File: config.mk
export PLATFORM = sky130hd
export DESIGN_NAME = uart_tx_arbiter
export DESIGN_NICKNAME = d
export VERILOG_FILES = /design/src/rtl/uart_tx_arbiter.sv
export SDC_FILE = /design/constraint.sdc
export NUM_CORES = 1
export LEC_CHECK = 0
export ABC_CLOCK_PERIOD_IN_PS = 4360
export CAP_MARGIN = 10
export CELL_PAD_IN_SITES_DETAIL_PLACEMENT = 1
export CELL_PAD_IN_SITES_GLOBAL_PLACEMENT = 1
export CORE_MARGIN = 2
export CORE_UTILIZATION = 39
export CTS_BUF_LIST = sky130_fd_sc_hd__clkbuf_4 sky130_fd_sc_hd__clkbuf_8
export DETAILED_ROUTE_END_ITERATION = 10
export HOLD_SLACK_MARGIN = 0.02
export PLACE_DENSITY_LB_ADDON = 0.1
export SYNTH_ARGS = -nofsm -noshare
export SYNTH_HDL_FRONTEND = slang
export SYNTH_SLANG_ARGS = --single-unit
File: constraint.sdc
create_clock -name clk -period 4.36 [get_ports clk]
set_input_delay 1.09 -clock clk [delete_from_list [all_inputs] [get_ports clk]]
set_output_delay 1.09 -clock clk [all_outputs]
set_load 0.02 [all_outputs]
File: src/rtl/uart_tx_arbiter.sv
// ---------------------------------------------------------------------------
// uart_tx_arbiter
//
// Shares one UART transmitter between N_REQ byte-stream requesters. Ownership
// is granted round-robin and held for a whole packet (until the byte flagged
// with req_last has been issued), so packets from different requesters never
// interleave. Each byte is handed to the UART as a one-cycle start strobe,
// followed by one GAP cycle that gives the requester time to present its next
// byte. An owner that stops requesting for IDLE_TIMEOUT consecutive cycles
// loses the grant (0 disables this).
//
// Ports
//   clk              system clock, rising edge
//   rst_n            asynchronous active-low reset
//   req[i]           requester i has a valid byte
//   req_data         byte of requester i on bits [8i+7:8i]
//   req_last[i]      requester i's current byte ends its packet
//   req_ack[i]       one-cycle pulse: requester i's byte was consumed
//   grant            one-hot current owner, zero when none
//   busy             an owner is held or a transfer is in progress
//   uart_tx_full     UART TX FIFO cannot accept a byte this cycle
//   uart_tx_start    one-cycle write strobe to the UART
//   uart_tx_data_in  byte presented with uart_tx_start
// ---------------------------------------------------------------------------
module uart_tx_arbiter #(
  parameter int N_REQ        = 4,
  parameter int IDLE_TIMEOUT = 255
) (
  input  logic                 clk,
  input  logic                 rst_n,
  input  logic [N_REQ-1:0]     req,
  input  logic [8*N_REQ-1:0]   req_data,
  input  logic [N_REQ-1:0]     req_last,
  output logic [N_REQ-1:0]     req_ack,
  output logic [N_REQ-1:0]     grant,
  output logic                 busy,
  input  logic                 uart_tx_full,
  output logic                 uart_tx_start,
  output logic [7:0]           uart_tx_data_in
);

  localparam int IW = $clog2(N_REQ);
  // A disabled timeout still gets a 1-bit counter so no zero-width vectors exist.
  localparam int CW = (IDLE_TIMEOUT > 0) ? $clog2(IDLE_TIMEOUT + 1) : 1;
  localparam logic [CW-1:0] CNT_MAX = CW'(IDLE_TIMEOUT);

  typedef enum logic [1:0] {
    ST_IDLE,  // no owner
    ST_OWN,   // owner held, waiting to issue a byte
    ST_GAP    // cycle after an issue; requester inputs are not sampled
  } state_e;

  state_e           state_q, state_d;
  logic [IW-1:0]    owner_q, owner_d;
  logic [IW-1:0]    ptr_q, ptr_d;
  logic [N_REQ-1:0] grant_q, grant_d;
  logic [N_REQ-1:0] ack_q, ack_d;
  logic [CW-1:0]    cnt_q, cnt_d, cnt_inc;
  logic             last_q, last_d;
  logic             start_q, start_d;
  logic             busy_q, busy_d;
  logic [7:0]       data_q, data_d;
  logic [IW-1:0]    pick;
  logic [IW-1:0]    idx;
  logic [7:0]       req_bytes [N_REQ];

  for (genvar g = 0; g < N_REQ; g++) begin : g_bytes
    assign req_bytes[g] = req_data[8*g +: 8];
  end

  // Round-robin search starting at ptr+1. Walking the offsets from farthest
  // to nearest lets the nearest requesting index win without a break.
  always_comb begin
    pick = '0;
    idx  = '0;
    for (int k = N_REQ; k >= 1; k--) begin
      idx = IW'((int'(ptr_q) + k) % N_REQ);
      if (req[idx]) pick = idx;
    end
  end

  // Idle counter saturates instead of wrapping.
  assign cnt_inc = (cnt_q == CNT_MAX) ? cnt_q : cnt_q + 1'b1;

  always_comb begin
    // NOTE: every signal gets a default here so no path leaves one unassigned,
    // which would otherwise infer a latch.
    state_d = state_q;
    owner_d = owner_q;
    ptr_d   = ptr_q;
    grant_d = grant_q;
    cnt_d   = cnt_q;
    last_d  = last_q;
    data_d  = data_q;
    ack_d   = '0;
    start_d = 1'b0;

    unique case (state_q)
      ST_IDLE: begin
        if (|req) begin
          owner_d = pick;
          grant_d = N_REQ'(1) << pick;
          cnt_d   = '0;
          state_d = ST_OWN;
        end
      end

      ST_OWN: begin
        if (req[owner_q]) begin
          // A requester stalled by a full FIFO is still active, so the idle
          // count restarts; only a dropped req counts toward revocation.
          cnt_d = '0;
          if (!uart_tx_full) begin
            data_d  = req_bytes[owner_q];
            start_d = 1'b1;
            ack_d   = grant_q;
            last_d  = req_last[owner_q];
            state_d = ST_GAP;
          end
        end else begin
          cnt_d = cnt_inc;
          if (IDLE_TIMEOUT != 0 && cnt_inc == CNT_MAX) begin
            grant_d = '0;
            ptr_d   = owner_q;
            state_d = ST_IDLE;
          end
        end
      end

      ST_GAP: begin
        if (last_q) begin
          grant_d = '0;
          ptr_d   = owner_q;
          state_d = ST_IDLE;
        end else begin
          state_d = ST_OWN;
        end
      end

      default: state_d = ST_IDLE;
    endcase

    busy_d = (state_d != ST_IDLE) || (grant_d != '0);
  end

  // NOTE: sequential state uses non-blocking assignments so every register
  // samples the pre-edge values, independent of statement order.
  always_ff @(posedge clk or negedge rst_n) begin
    if (!rst_n) begin
      state_q <= ST_IDLE;
      owner_q <= '0;
      ptr_q   <= IW'(N_REQ - 1);  // requester 0 wins the first arbitration
      grant_q <= '0;
      ack_q   <= '0;
      cnt_q   <= '0;
      last_q  <= 1'b0;
      start_q <= 1'b0;
      busy_q  <= 1'b0;
      data_q  <= '0;
    end else begin
      state_q <= state_d;
      owner_q <= owner_d;
      ptr_q   <= ptr_d;
      grant_q <= grant_d;
      ack_q   <= ack_d;
      cnt_q   <= cnt_d;
      last_q  <= last_d;
      start_q <= start_d;
      busy_q  <= busy_d;
      data_q  <= data_d;
    end
  end

  assign req_ack         = ack_q;
  assign grant           = grant_q;
  assign busy            = busy_q;
  assign uart_tx_start   = start_q;
  assign uart_tx_data_in = data_q;

endmodule
### Yosys cells after proc, flatten, opt, wreduce, memory -nomap -nowiden

Index checks and enable logic that the tools add are counted.

| word-level totals | value |
|---|---|
| output and inout port bits | 18 |
| flip-flop bits (word level) | 33 |

| operators by class | value |
|---|---|
| equal/unequal tests | 8 |
| bitwise gates (word level) | 2 |
| reduce and logical (&&, ||, !) cells | 11 |
| add/sub/neg operators | 5 |
| $lt $le $gt $ge | 6 |
| shift-type cells | 1 |
| mux-type cells | 44 |

Operators by type and width:

| operator | count |
|---|---|
| $mux 8 | 5 |
| $mux 4 | 7 |
| $mux 2 | 11 |
| $bmux 8 s2 | 1 |
| $eq 8x8->1 const B | 2 |
| $pmux 8 s2 | 1 |
| $lt 2x3->1 const B | 5 |
| $bmux 1 s2 | 6 |
| $pmux 4 s3 | 1 |
| $mux 1 | 10 |
| $add 8x1->8 const B | 1 |
| $ne 2x2->1 const B | 4 |
| $pmux 2 s3 | 1 |
| $reduce_bool 2->1 | 3 |
| $add 2x1->2 const B | 2 |
| $add 2x2->2 const B | 2 |
| $pmux 2 s2 | 1 |
| $reduce_and 2->1 | 2 |
| $reduce_and 4->1 | 1 |
| $reduce_bool 4->1 | 1 |
| $reduce_or 4->1 | 1 |
| $shl 1x2->4 const A | 1 |
| $ge 3x3->1 const B | 1 |
| $not 2->3 | 1 |
| other kinds (6) | 6 |

### Depth between registers and ports, before layout

| depth | value |
|---|---|
| depth after elaboration | 12 |
| gate-level depth with buffers | 8 |

### Worst setup path after synthesis

Ideal clock, no wire load.

| path | value |
|---|---|
| kind | input port to flip-flop |
| from | input port req[3] |
| to | register busy_q, in the netlist busy |
| arrival | 2517 ps |
| setup time | 133 ps |
| buffers on the path | 1 |
| data required time | 4227 ps |
| stages | 6 |
| slack | 1710 ps |
| cells stage by stage | buf_6 -> mux4_2 -> nor3_4 -> o2111ai_4 -> a41o_1 -> o21bai_1 |

RTL lines:

| element | RTL line | text |
|---|---|---|
| start, declared | 31 | `input logic [N_REQ-1:0] req,` |
| $bmux 1 s2 | 109 | `if (req[owner_q]) begin` |
| $mux 1 (implied by the code) | 109 |  |
| $mux 2 | 109 |  |
| $pmux 2 s3 * | 98 | `unique case (state_q)` |
| net state_d[0] | 53 | `state_e state_q, state_d;` |
| $reduce_bool 2->1 * | 143 | `busy_d = (state_d != ST_IDLE) \|\| (grant_d != '0);` |
| $logic_or 1x1->1 * | 143 |  |
| net busy_d | 61 | `logic busy_q, busy_d;` |
| end signal, assigned | 169 | `busy_q <= busy_d;` |
| end, declared | 61 |  |

Mark *: on every way through the listed nets, which the timed path passes. The rest lies on a longest branch. The select of a mux whose other input is x is not followed.
A chain may end at the register's enable or synchronous reset.

### Worst setup path in the final report

| path | value |
|---|---|
| from | input port req[3] |
| to | register busy_q, in the netlist busy |

| on the way | value |
|---|---|
| longest elaborated chain between the ends | 11 |

Ends and longest elaborated chain:

| element | RTL line | text |
|---|---|---|
| $bmux 1 s2 | 78 | `if (req[idx]) pick = idx;` |
| $mux 1 (implied by the code) | 78 |  |
| $mux 2 (4 in series) | 78 |  |
| $shl 1x2->4 | 102 | `grant_d = N_REQ'(1) << pick;` |
| $mux 4 | 100 | `if (\|req) begin` |
| $pmux 4 s3 | 98 |  |
| $reduce_bool 4->1 | 143 |  |
| $logic_or 1x1->1 * | 143 |  |
| net busy_d | 61 |  |

Marked as above.

==> key figures <==
Power
  – Tot Pwr: 0.00150 W
  – P_leak: 1.11 nW
  – VDD IR max: 0.238 mV
  – PwrDens: 553 nW/um2

STA
  – Final Hold Fails: 0
  – Slew Viols, Final: 0
  – Worst Max-Slew Pin Slew: 0.767 ns
  – Worst Skew: 0.00343 ns
  – Peak Freq: 0.310 GHz
  – Post-route setup TNS: 0 ns
  – RSZ-0062 raised after global routing: false
  – Fin crit share: 74.0%
  – Post-route worst setup slack: 1.13 ns
  – Post-route minimum period: 3.23 ns
  – Slew HR: 48.5%
  – Final setup vio count: 0

Synth
  – Synth Flop Type: dfrtp_1
  – Post-synth ARST share: 100%
  – Synth Area per Inst: 9.43 um2
  – Post-synth EDFFs: 0
  – Synthesized cell area: 1990 um2
  – Seq cells post-synth: 33
  – Distinct cells, synth: 48
  – Synth Warn #: 0
  – Synth Net Count: 255
  – Synthesized instance count: 211
  – Sequential fraction of the synthesis area: 41.6%

Route
  – Drc violations: 0
  – First DRT Iteration DRCs: 53
  – Via count: 1846
  – Routed Antenna Nets: 0
  – Drt total wl: 5310 um
  – DR pass1 iterations: 4
  – Vias/cell: 5.51
  – Drt wl/cell: 15.8 um

Cells and area
  – Area Overhead vs Synth: 36.5%
  – Layout cells sized above 1: 10.4%
  – Multi-input gate area: 1070 um2
  – Register area: 828 um2
  – Ant diodes: 0
  – Layout Cell Area excl Fill: 2720 um2
  – Fillcell total: 552
  – Layout Nets: 312

Clocking
  – Clock Path Buffers: 2
  – CTS clk-pin slew, worst paths: 0.07 ns
  – H-tree depth: 2
  – # resized after CTS: 0
  – Skew-Pair Late Insertion Delay: 0.29 ns
  – Clock sink total: 33
  – CTS tree: yes
  – Clk root buf: clkbuf_8
  – TritonCTS buffer count: 5
  – Post-CTS Setup Bufs: 0
  – Hold_buf cts: 0

Floorplanning
  – DIE AREA: 5690 um2
  – Die Height: 75.4 um
  – Horiz. Die Dim: 75.4 um
  – Ports: 61
  – Core region area: 4820 um2
  – FP Rows: 25
  – Starting Density: 41.3%

Placement
  – Area post-placement: 2630 um2
  – Worst slack, placed: 0.818 ns
  – GPL Wtd Cong: 0.864
  – Number of I/O port buffers: 60
  – HPWL after DPL: 4040 um

Critical path
  – Req. time, crit path: 4.52 ns
  – CP startpoint kind: input port
  – Crit Path Class: in -> reg
  – Worst Setup End Kind: register
  – Worst Path Arrival: 3.39 ns
  – Crit-path max FO: 15

Global route
  – Global-route wire length before repair: 9280 um
  – Largest net degree at the start of global routing: 34
  – Initial antenna violation count: 0
  – GRT Overall Usage: 21.5%
  – Vias in the first global route: 1936
  – Grt total ovfl: 0

Job
  – MaxCap Viol Count: 0

Status
  – Status: completed

Hold path
  – HP Class: reg -> reg
-- power breakdown --
part | internal (W) | switching, W
Sequential | 0.000413 | 0.000143
Combinational | 0.000348 | 0.000358
Clock | 0.000131 | 0.000109
Total | 0.000892 | 0.000609
-- layout by cell type (no fill, tap or decap), types with 4 or more instances in the layout --
master and n:
clkdlybuf4s50_1 60, nand2_1 39, dfrtp_1 31, a21oi_1 16
nor2_1 15, o21ai_0 11, mux4_2 10, inv_1 9
clkbuf_8 6, nand3_1 5, nor3_1 5, nor2b_1 4
a31oi_1 4
-- kinds of logic (layout without fill, tap and decap cells) --
kind of cell    Yosys count  count (layout)  synth area share [%]
fa+ha+maj                 1               1                 0.629
compound gates           59              59                  20.3
mux                      11              11                  11.8
buf+inv                  21              78                  4.65
xor+xnor                  1               1                 0.440
flops                    33              33                  41.6
simple gates             85              85                  20.6
-- stage by stage --
stage / hold WS [ns] / utilization [%] / std cells
floorplan: 0.547 / - / 211
global placement: 0.463 / 54.5 / 328
detailed placement: 0.472 / 54.5 / 328
CTS: 0.489 / 56.4 / 335
global route: 0.518 / 56.4 / 335
finish: 0.482 / 56.4 / 335
-- cell usage after synthesis (3+ instances only) --
master / n / share of area (%)
a211oi_1: 3 / 1.1
inv_1: 9 / 1.7
o22ai_1: 3 / 0.94
nand2_1: 39 / 7.4
buf_2: 5 / 1.3
nand3_1: 5 / 1.3
dfrtp_1: 31 / 39
a21oi_1: 16 / 4.0
nand4_1: 3 / 0.94
and2_1: 3 / 0.94
clkbuf_1: 5 / 0.94
o21ai_0: 11 / 2.8
o21ai_1: 3 / 0.75
nor2b_1: 4 / 1.3
a31oi_1: 4 / 1.3
nor2_1: 15 / 2.8
mux4_2: 10 / 11
nor3_1: 5 / 1.3
-- state kept, by name, summed over array words and instances, names as in the netlist --
register and flops:
grant 4, last_q 1, uart_tx_start 1, owner_q 2, cnt_q 8, req_ack 4, ptr_q 2, uart_tx_data_in 8
busy 1, state_q 2
-- worst paths after layout --
kind                       slack [ns]  cells after the start                  to                from
max                              1.13                      6                busy              req[3]
min                              0.48                      2  uart_tx_data_in[0]  uart_tx_data_in[0]
max reg2reg                      1.62                      5                busy          owner_q[0]
min reg2reg                      0.48                      2  uart_tx_data_in[0]  uart_tx_data_in[0]
max in group asynchronous        2.82                      2            ptr_q[0]               rst_n
min in group asynchronous        1.20                      2            grant[1]               rst_n
-- area by class of cell --
type | instances | share of cell area, %
Multi-Input combinational cell | 157 | 39.3
Sequential cell | 33 | 30.5
Timing Repair Buffer | 61 | 22.4
Clock buffer | 7 | 3.32
Tap cell | 67 | 3.09
Inverter | 10 | 1.38
-- layer usage --
layer	share of wire, %	track usage (%)
met1	45	28.1
met4	0.79	5.85
met3	5.5	5.95
met2	48	35.4
met5	0	0
-- critical path: stages --
cell and delay, ns:
clkdlybuf4s50_1 0.55, mux4_2 0.60, or3b_1 0.47, inv_2 0.22, a2111oi_0 0.32, o21bai_1 0.13
(Power assumes the default switching activity.)
